### src/rtl/pc_pkg.sv
// Shared types and constants for the program-counter generator.
// Used by pc_gen and pc_next_sel.
package pc_pkg;

  typedef enum logic [1:0] {
    PC_SRC_PLUS4,
    PC_SRC_TARGET,
    PC_SRC_ALU,
    PC_SRC_EPC
  } pc_src_e;

  typedef enum logic [1:0] {
    PC_BOOT,
    PC_RUN,
    PC_HALT
  } pc_state_e;

  localparam int PC_INC = 4;

endpackage

### src/rtl/pc_gen_next_sel.sv
// Combinational next-PC selection with target-alignment detection.
// Trap substitution is left to the caller so the mux stays a pure selector.
module pc_next_sel
  import pc_pkg::*;
#(
  parameter int XLEN = 32
) (
  input  pc_src_e          src,
  input  logic [XLEN-1:0]  pc_plus4,
  input  logic [XLEN-1:0]  target,
  input  logic [XLEN-1:0]  alu_result,
  input  logic [XLEN-1:0]  epc,
  output logic [XLEN-1:0]  next_pc,
  output logic             misaligned
);

  logic [XLEN-1:0] jalr_tgt;

  // jalr clears bit0 before the alignment test, so only bit1 can still trap.
  assign jalr_tgt = alu_result & ~XLEN'(1);

  always_comb begin
    next_pc    = pc_plus4;
    misaligned = 1'b0;
    case (src)
      PC_SRC_TARGET: begin
        next_pc    = target;
        misaligned = |target[1:0];
      end
      PC_SRC_ALU: begin
        next_pc    = jalr_tgt;
        misaligned = |jalr_tgt[1:0];
      end
      PC_SRC_EPC:   next_pc = epc;
      default:      next_pc = pc_plus4;
    endcase
  end

endmodule

### src/rtl/pc_gen.sv
// Program counter with BOOT/RUN/HALT control, stall hold and misaligned-target trap.
// Optional redirect counter enabled by defining PC_GEN_REDIRECT_CNT_EN.
module pc_gen
  import pc_pkg::*;
#(
  parameter int              XLEN         = 32,
  parameter logic [XLEN-1:0] RESET_VECTOR = '0,
  parameter logic [XLEN-1:0] TRAP_VECTOR  = XLEN'('h100)
) (
  input  logic             CLK,
  input  logic             Reset,
  input  logic             Stall,
  input  logic             Halt,
  input  logic [1:0]       PCSrc,
  input  logic [XLEN-1:0]  PCTarget,
  input  logic [XLEN-1:0]  ALUResult,
  output logic [XLEN-1:0]  PC,
  output logic [XLEN-1:0]  PCPlus4,
  output logic             FetchValid,
  output logic [XLEN-1:0]  EPC,
  output logic             TrapPulse,
`ifdef PC_GEN_REDIRECT_CNT_EN
  output logic [31:0]      RedirectCount,
`endif
  output logic             Halted
);

  pc_state_e       state, state_d;
  pc_src_e         src;
  logic [XLEN-1:0] sel_pc, pc_d, epc_d;
  logic            misaligned, trap_d, redirect;

  assign src        = pc_src_e'(PCSrc);
  assign PCPlus4    = PC + XLEN'(PC_INC);
  assign FetchValid = (state == PC_RUN);
  assign Halted     = (state == PC_HALT);

  pc_next_sel #(.XLEN(XLEN)) u_sel (
    .src        (src),
    .pc_plus4   (PCPlus4),
    .target     (PCTarget),
    .alu_result (ALUResult),
    .epc        (EPC),
    .next_pc    (sel_pc),
    .misaligned (misaligned)
  );

  always_comb begin
    state_d  = state;
    pc_d     = PC;
    epc_d    = EPC;
    trap_d   = 1'b0;
    redirect = 1'b0;
    case (state)
      PC_BOOT: state_d = PC_RUN;
      PC_RUN: begin
        if (Halt) begin
          state_d = PC_HALT;
        end else if (!Stall) begin
          redirect = (src != PC_SRC_PLUS4);
          if (misaligned) begin
            pc_d   = TRAP_VECTOR;
            epc_d  = PC;
            trap_d = 1'b1;
          end else begin
            pc_d = sel_pc;
          end
        end
      end
      default: state_d = state;
    endcase
  end

  always_ff @(posedge CLK) begin
    if (Reset) begin
      state     <= PC_BOOT;
      PC        <= RESET_VECTOR;
      EPC       <= '0;
      TrapPulse <= 1'b0;
    end else begin
      state     <= state_d;
      PC        <= pc_d;
      EPC       <= epc_d;
      TrapPulse <= trap_d;
    end
  end

`ifdef PC_GEN_REDIRECT_CNT_EN
  always_ff @(posedge CLK) begin
    if (Reset)
      RedirectCount <= '0;
    else if (redirect && (RedirectCount != 32'hFFFF_FFFF))
      RedirectCount <= RedirectCount + 32'd1;
  end
`else
  logic unused_redirect;
  assign unused_redirect = redirect;
`endif

endmodule

### config.mk
export PLATFORM = sky130hd
export DESIGN_NAME = pc_gen
export DESIGN_NICKNAME = d
export VERILOG_FILES = /design/src/rtl/pc_pkg.sv /design/src/rtl/pc_gen_next_sel.sv /design/src/rtl/pc_gen.sv
export SDC_FILE = /design/constraint.sdc
export NUM_CORES = 1
export LEC_CHECK = 0
export ABC_AREA = 1
export CAP_MARGIN = 20
export CORE_UTILIZATION = 30
export DETAILED_ROUTE_END_ITERATION = 12
export PLACE_DENSITY = 0.64
export SYNTH_ARGS = -nofsm -noshare
export SYNTH_HDL_FRONTEND = slang
export SYNTH_SLANG_ARGS = --single-unit
### constraint.sdc
create_clock -name CLK -period 2.8 [get_ports CLK]
set_input_delay 0.42 -clock CLK [delete_from_list [all_inputs] [get_ports CLK]]
set_output_delay 0.42 -clock CLK [all_outputs]
set_load 0.01 [all_outputs]
# Word-level counts from Yosys, hierarchy flattened

Index checks and enable logic that the tools add are counted.
Widths: inputs -> output; s select.

Flip-flop bits (word level): 67
Output and inout bits: 99
Input port bits: 70

Muxes and demuxes: 6
Equal/unequal tests: 6
Add/sub/neg operators: 1
Bitwise gates (word level): 3
Reduce and logical (&&, ||, !) cells: 7

Operator list:

| operator              | number |
|---|---|
| $pmux 32 s3           | 1 |
| $add 32x3->32 const B | 1 |
| $mux 32               | 1 |
| $eq 2x2->1 const B    | 3 |
| $eq 2x1->1 const B    | 2 |
| $pmux 2 s2            | 1 |
| $reduce_and 4->1      | 1 |
| $reduce_or 4->1       | 1 |
| $not 1->1             | 3 |
| $reduce_and 3->1      | 1 |
| $logic_not 2->1       | 1 |
| $mux 2                | 1 |
| $ne 2x2->1 const B    | 1 |
| $pmux 1 s2            | 1 |
| $reduce_and 2->1      | 1 |
| $reduce_bool 2->1     | 1 |
| $reduce_or 2->1       | 1 |
| $mux 1                | 1 |

# Longest topological paths before layout

Gate-level depths: netlist (run 1).

Depth after elaboration: 3
Mapped depth: 12

# Cells and area by module

A second synthesis (run 1) with hierarchy kept.

Cells, all modules: 749
Area total of the unflattened synthesis: 4,390.5 um2

Modules (own cells, without submodules):

| module      | sequential area each (um2) | area an instance (um2) | instances | cells each |
|---|---|---|---|---|
| pc_gen      | 1,341.3                    | 3,243.1                | 1         | 470 |
| pc_next_sel | 0.0                        | 1,147.4                | 1         | 279 |

# Worst setup path before layout (run 1)

Ideal clock, no wire load.

Path type: register to output
From: reg PC[3]
To: out PCPlus4[16]
Data required time: 2.380 ns
Path buffers: 0
Cell stages (with the launch flop): 7
Setup slack: 0.995 ns
Data arrival time: 1.385 ns
Path through: dfxtp_1 ha_1 nand3_1 nor2_1 nand3_1 or2_1 nand2_1

Cells in the longest elaborated chain, start to end: 1

RTL lines:

| element                  | RTL line     | source |
|---|---|---|
| start: declaration       | pc_gen.sv:17 | `output logic [XLEN-1:0] PC,` |
| start signal: assignment | pc_gen.sv:82 | `PC <= pc_d;` |
| $add 32x3->32            | pc_gen.sv:34 | `assign PCPlus4 = PC + XLEN'(PC_INC);` |
| end: declaration         | pc_gen.sv:18 | `output logic [XLEN-1:0] PCPlus4,` |

Every way passes these cells.

# Worst setup path in the final report (run 1)

From: reg PC[2]
To: out PCPlus4[16]

Same word-level chain as after synthesis.

==> results of run 1 <==
## final cells by class
| cell class | count | area [um2] | share of cell area [%] |
|---|---|---|---|
| Sequential cell | 67 | 1340 | 20.6 |
| Inverter | 50 | 190 | 2.91 |
| Timing Repair Buffer | 183 | 1790 | 27.3 |
| Multi-Input combinational cell | 544 | 2710 | 41.5 |
| Clock inverter | 2 | 10.0 | 0.153 |
| Tap cell | 184 | 230 | 3.52 |
| Clock buffer | 14 | 264 | 4.04 |
## power by group
part           total [mW]  internal [mW]  switching (mW)
Combinational       0.390          0.192           0.197
Clock                1.06          0.645           0.415
Sequential          0.995          0.971          0.0240
## cell usage after synthesis, types with 2 or more instances
library cell and count:
and2_1 2, clkbuf_1 12, nand2_2 19, xor2_1 5, a221oi_1 2, ha_1 5, inv_1 43, o21ai_1 11
buf_2 18, a21oi_1 101, nor2_2 9, a22oi_1 2, xnor2_1 2, nor2_4 10, inv_2 5, nand2_4 5
nor2_1 39, buf_4 4, nand3_2 7, nor2_8 2, o21ai_0 17, dfxtp_1 67, nand2_1 236, nand3_1 49
a21oi_2 8, o211ai_1 7
## worst max-delay path, delay by kind of cell, from the launching register on
kind | cells | cell delay, ns
simple gates | 5 | 0.79
buf+inv | 1 | 0.56
flops | 1 | 0.33
fa+ha+maj | 1 | 0.22
## sequential cells by signal, indices dropped and copies added (netlist names)
signal     count
TrapPulse      1
EPC           32
PC            32
state          2
## stage by stage
stage / util [%] / cells / worst slack [ns] / hold WS [ns]
5_1_grt: 45.1 / 1044 / 0.0136 / 0.494
2_1_floorplan: - / 698 / 0.995 / 0.440
3_5_place_dp: 43.2 / 1028 / 0.386 / 0.459
3_3_place_gp: 43.2 / 1028 / 0.405 / 0.454
6_report: 45.1 / 1044 / 0.149 / 0.470
4_1_cts: 45.1 / 1044 / 0.0566 / 0.471
## routing by layer
metal | global-route usage, % | wire length, um
met5 | 0 | 0
met4 | 7.30 | 311
met3 | 4.49 | 1150
met2 | 33.0 | 6710
met1 | 26.9 | 7020
## logic make-up after synthesis
| group | share of synthesized area (%) |
|---|---|
| adders and majority gates | 1.41 |
| buffers and inverters | 8.80 |
| and+or+nand+nor | 40.0 |
| DFF | 30.2 |
| AOI/OAI and AO/OA | 18.2 |
| xor gates and xnor gates | 1.38 |
## path summary, 6_finish.rpt
check / start / end / slack, ns / cells after the start
max: PC[2]$_SDFFE_PP0P_ / PCPlus4[16] / 0.15 / 7
min: EPC[7]$_SDFFE_PP0P_ / EPC[7]$_SDFFE_PP0P_ / 0.47 / 2
max reg2reg: state[1]$_SDFFE_PP0P_ / PC[13]$_SDFFE_PP0P_ / 0.92 / 9
min reg2reg: EPC[7]$_SDFFE_PP0P_ / EPC[7]$_SDFFE_PP0P_ / 0.47 / 2
## timing repair
item / in CTS / in global routing
gates resized for setup: 0 / 4
endpoints found under the setup margin: 0 / 8
setup buffers: 0 / 0
==> summary.md, run 1 <==
| Metric | Value |
|---|---|
| Yosys cell types | 37 |
| Leak pwr | 2.44 nW |
| Maximum vdd ir drop | 0.000225 V |
| Gr ovfl total | 0 |
| Commonest non-fill, non-tap cell in the layout | nand2_1 |
| CTS Buf Count | 9 |
| CP max FO | 3 |
| Row cnt | 44 |
| Fin nets | 930 |
| DRT iter0 DRCs | 301 |
| Vias in the first global route | 4634 |
| Routed WL per cell | 14.5 um |
| Htree depth | 3 |
| Starting Density | 30.7% |
| Fin Setup TNS | 0 ns |
| Diodes inserted | 0 |
| Rel. slew slack | 68.6% |
| Startpoint types | register |
| Slowest stage cell, crit path | clkdlybuf4s50_1 |
| Die height | 124 um |
| Die area | 15300 um2 |
| # DRC | 0 |
| RSZ-0062 raised after global routing | no |
| Hold Crit Class | register to register |
| Crit path DAT | 2.23 ns |
| Tcrit/Tclk final | 94.7% |
| Vias/cell | 4.74 |
| Synth area leader | dfxtp_1 |
| Worst Setup End Kind | output port |
| Power, Total | 2.44 mW |
| Final Critical Period | 2.65 ns |
| Worst skew pair latency | 0.34 ns |
| IO Pins | 169 |
| Critical Path RT | 2.38 ns |
| Max Cap Viol | 0 |
| Ys async rst share | 0% |
| CTS Sinks | 67 |
| Largest cells by area after synthesis | dfxtp_1 30%, nand2_1 20%, a21oi_1 11% |
| Root Driver | clkbuf_16 |
| Most used cell, CP | nand3_1 |
| Clk buf depth | 2 |
| Run status | completed |
| WL final | 15.2 mm |
| Post-Synthesis Cells | 698 |
| Power per cell area | 374 nW/um2 |
| Yosys top cell area share | 30.2% |
| Syn Area/Cell | 6.36 um2 |
| Share of cells above drive strength 1 | 11.7% |
| Fill count | 1522 |
| Area after DPL | 6250 um2 |
| Via count | 4946 |
| Synthesized area | 4440 um2 |
| All-Layer GR Usage | 20.5% |
| RD Place Congestion | 0.831 |
| Die Width | 124 um |
| Worst Max-Slew Pin Slew | 0.472 ns |
| Setup-failing EPs final | 0 |
| Initial DRT Pass Iterations | 5 |
| CP Cell Sequence | ha_1 -> nand3_1 -> nor2_1 -> nand3_1 -> or2_1 -> nand2_1 -> clkdlybuf4s50_1 |
| FMAX | 0.377 GHz |
| Initial antenna violation count | 0 |
| Seq/Total Area, Yosys | 30.2% |
| Placed wire-length estimate | 11.5 mm |
| #FFs+latches synth | 67 |
| Largest stage delay, worst path | 0.56 ns |
| PortBufs | 167 |
| Largest net degree at the start of global routing | 37 |
| Post-synth net total | 773 |
| First-pass GRT wire length | 24.1 mm |
| Core footprint | 14500 um2 |
| Worst Path Class, Setup | register to output port |
| CTS tree | done |
| EDFF count, synth | 0 |
| Clock skew | 0.00610 ns |
| Area delta synth->final | 47.3% |
| Final Hold Vio Count | 0 |
| Post-DRT Antenna Nets | 0 |
| Hold_buf cts | 0 |
| Post-route design area | 6540 um2 |
| Ys Warns | 0 |
| Clk slew on worst S/H paths | 0.06 ns |
| Fin. max-slew vios | 0 |
| Most frequent cells in the layout | 236 x nand2_1, 166 x clkdlybuf4s50_1, 101 x a21oi_1 |
| Post-synth top flop | dfxtp_1 |
Power figures use the tool's default switching activity.
==> run 2, diff against run 1 <==
MAX_ROUTING_LAYER = met4   (was not set)
REMOVE_ABC_BUFFERS = 1   (was not set)
==> summary.md, run 2 (synthesis gave the netlist of run 1 again) <==
| Metric | Value |
|---|---|
| # DRC | 0 (unchanged) |
| Worst skew pair latency | 0.34 ns (about the same) |
| FMAX | 0.385 GHz (was 0.377 GHz) |
| Final Hold Vio Count | 0 (unchanged) |
| Die Width | 124 um (unchanged) |
| Area after DPL | 6310 um2 (was 6250 um2) |
| Hold Crit Class | register to register (unchanged) |
| Die height | 124 um (unchanged) |
| Fin nets | 934 (was 930) |
| Starting Density | 30.7% (unchanged) |
| Share of cells above drive strength 1 | 12.5% (was 11.7%) |
| Worst Setup End Kind | output port (unchanged) |
| Htree depth | 3 (unchanged) |
| CTS tree | done (unchanged) |
| Critical Path RT | 2.38 ns (about the same) |
| Largest net degree at the start of global routing | 44 (was 37) |
| PortBufs | 167 (unchanged) |
| Fill count | 1532 (was 1522) |
| Core footprint | 14500 um2 (unchanged) |
| Diodes inserted | 0 (unchanged) |
| CP max FO | 8 (was 3) |
| Max Cap Viol | 0 (unchanged) |
| Crit path buffers/inverters | 1 (unchanged) |
| Row cnt | 44 (unchanged) |
| Rel. slew slack | 71.4% (was 68.6%) |
| Crit-path leading delay family | simple AND/OR/NAND/NOR gates (unchanged) |
| Vias in the first global route | 4677 (was 4634) |
| Post-route design area | 6610 um2 (was 6540 um2) |
| Worst Max-Slew Pin Slew | 0.429 ns (was 0.472 ns) |
| RD Place Congestion | 0.819 (was 0.831) |
| Via count | 4992 (was 4946) |
| Gr ovfl total | 0 (unchanged) |
| Die area | 15300 um2 (unchanged) |
| Leak pwr | 2.48 nW (was 2.44 nW) |
| Clk slew on worst S/H paths | 0.05 ns (was 0.06 ns) |
| Power per cell area | 374 nW/um2 (about the same) |
| Initial DRT Pass Iterations | 4 (was 5) |
| Worst hold slack | 0.470 ns (about the same) |
| Pre-CTS setup slack | 0.395 ns (was 0.386 ns) |
| Clock skew | 0.00540 ns (was 0.00610 ns) |
| Crit path DAT | 2.18 ns (was 2.23 ns) |
| Util after Layout | 45.6% (was 45.1%) |
| CTS Buf Count | 9 (unchanged) |
| CTS Sinks | 67 (unchanged) |
| DRT iter0 DRCs | 233 (was 301) |
| IO Pins | 169 (unchanged) |
| Routed WL per cell | 14.9 um (was 14.5 um) |
| Root Driver | clkbuf_16 (unchanged) |
| Commonest non-fill, non-tap cell in the layout | nand2_1 (unchanged) |
| Run status | completed (unchanged) |
| Fin. max-slew vios | 0 (unchanged) |
| Largest stage delay, worst path | 0.54 ns (was 0.56 ns) |
| Most frequent cells in the layout | 236 x nand2_1, 166 x clkdlybuf4s50_1, 101 x a21oi_1 (unchanged) |
| CP Cell Sequence | ha_1 -> nand2_1 -> nor2_2 -> nand2_4 -> nor2_4 -> nand3b_1 -> nand2_1 -> clkdlybuf4s50_1 (was ha_1 -> nand3_1 -> nor2_1 -> nand3_1 -> or2_1 -> nand2_1 -> clkdlybuf4s50_1) |
| Setup bufs post-CTS | 0 (unchanged) |
| Fin Setup TNS | 0 ns (unchanged) |
| Post-DRT Antenna Nets | 0 (unchanged) |
| Most used cell, CP | nand2_1 (was nand3_1) |
| Tcrit/Tclk final | 92.9% (was 94.7%) |
| Setup ws final | 0.199 ns (was 0.149 ns) |
| First-pass GRT wire length | 24.6 mm (was 24.1 mm) |
| Worst Path Class, Setup | register to output port (unchanged) |
| Initial antenna violation count | 0 (unchanged) |
| Setup-failing EPs final | 0 (unchanged) |
| Area delta synth->final | 48.9% (was 47.3%) |
| Startpoint types | register (unchanged) |
| Placed wire-length estimate | 11.5 mm (about the same) |
| WL final | 15.6 mm (was 15.2 mm) |
| Power, Total | 2.47 mW (was 2.44 mW) |
| Final Critical Period | 2.60 ns (was 2.65 ns) |
| Largest regs | EPC: 32 flops, PC: 32 flops, state: 2 flops (unchanged) |
| Clk buf depth | 2 (unchanged) |
| Slowest stage cell, crit path | clkdlybuf4s50_1 (unchanged) |
| RSZ-0062 raised after global routing | no (unchanged) |
| Final non-filler cell total | 1047 (was 1044) |
| All-Layer GR Usage | 22.0% (was 20.5%) |
| Vias/cell | 4.77 (was 4.74) |
| Maximum vdd ir drop | 0.000270 V (was 0.000225 V) |
| Placed cells | 1032 (was 1028) |
==> run 2: cell types whose count changed in the layout (fill, tap and decap cells not counted) <==
cell / delta
nor2_1: -1
buf_12: +2
buf_4: +2
nor2_4: +1
dfxtp_2: +1
clkbuf_8: +1
dfxtp_1: -1
clkbuf_1: -2
==> run 2: per-layer routing <==
| metal | up-vias | part of all wire, % | wire length (um) | GRT usage (%) |
|---|---|---|---|---|
| li1 | 2581 | - | - | - |
| met1 | 2257 | 45 | 7060 | 27.5 |
| met2 | 137 | 48 | 7420 | 36.1 |
| met3 | 17 | 5.4 | 845 | 2.84 |
| met4 | 0 | 1.8 | 283 | 7.83 |
| met5 | - | 0 | 0 | - |
==> run 2: worst reg2reg max path: cells and delay by family (launching register included) <==
family	cells	cell delay, ns
AND/OR/NAND/NOR	4	0.52
AO/OA/AOI/OAI	3	0.41
flip-flops	1	0.33
adder cells (fa/ha/maj)	1	0.20
==> run 2: area by class of cell <==
class,count,area [um2],area share [%]
clock buffers,13,270,4.09
clock inverters,2,10.0,0.152
inverters,50,190,2.88
multi-input cells,544,2720,41.2
flip-flops and latches,67,1350,20.4
well taps,184,230,3.48
repair buffers,187,1840,27.9
==> run 2: final timing paths <==
check                           slack, ns                   to  depth (start not counted)           startpoint
worst max-delay path                 0.20          PCPlus4[20]                          8   PC[2]$_SDFFE_PP0P_
worst min-delay path                 0.47  EPC[0]$_SDFFE_PP0P_                          2  EPC[0]$_SDFFE_PP0P_
worst max register to register       1.23  PC[12]$_SDFFE_PP0P_                          8   PC[2]$_SDFFE_PP0P_
worst min register to register       0.47  EPC[0]$_SDFFE_PP0P_                          2  EPC[0]$_SDFFE_PP0P_
==> run 2: repair_timing <==
| item | in CTS | in global routing |
|---|---|---|
| hold buffers | 0 | 0 |
| setup endpoints to repair | 0 | 8 |
| resized for setup | 0 | 7 |
| hold endpoints to repair | 0 | 0 |
==> run 2: where the power goes <==
part           switching [mW]  internal (mW)  leakage (nW)
logic                   0.201          0.197          1.79
registers              0.0229          0.971         0.543
clock network           0.418          0.664         0.141
total                   0.642           1.83          2.48
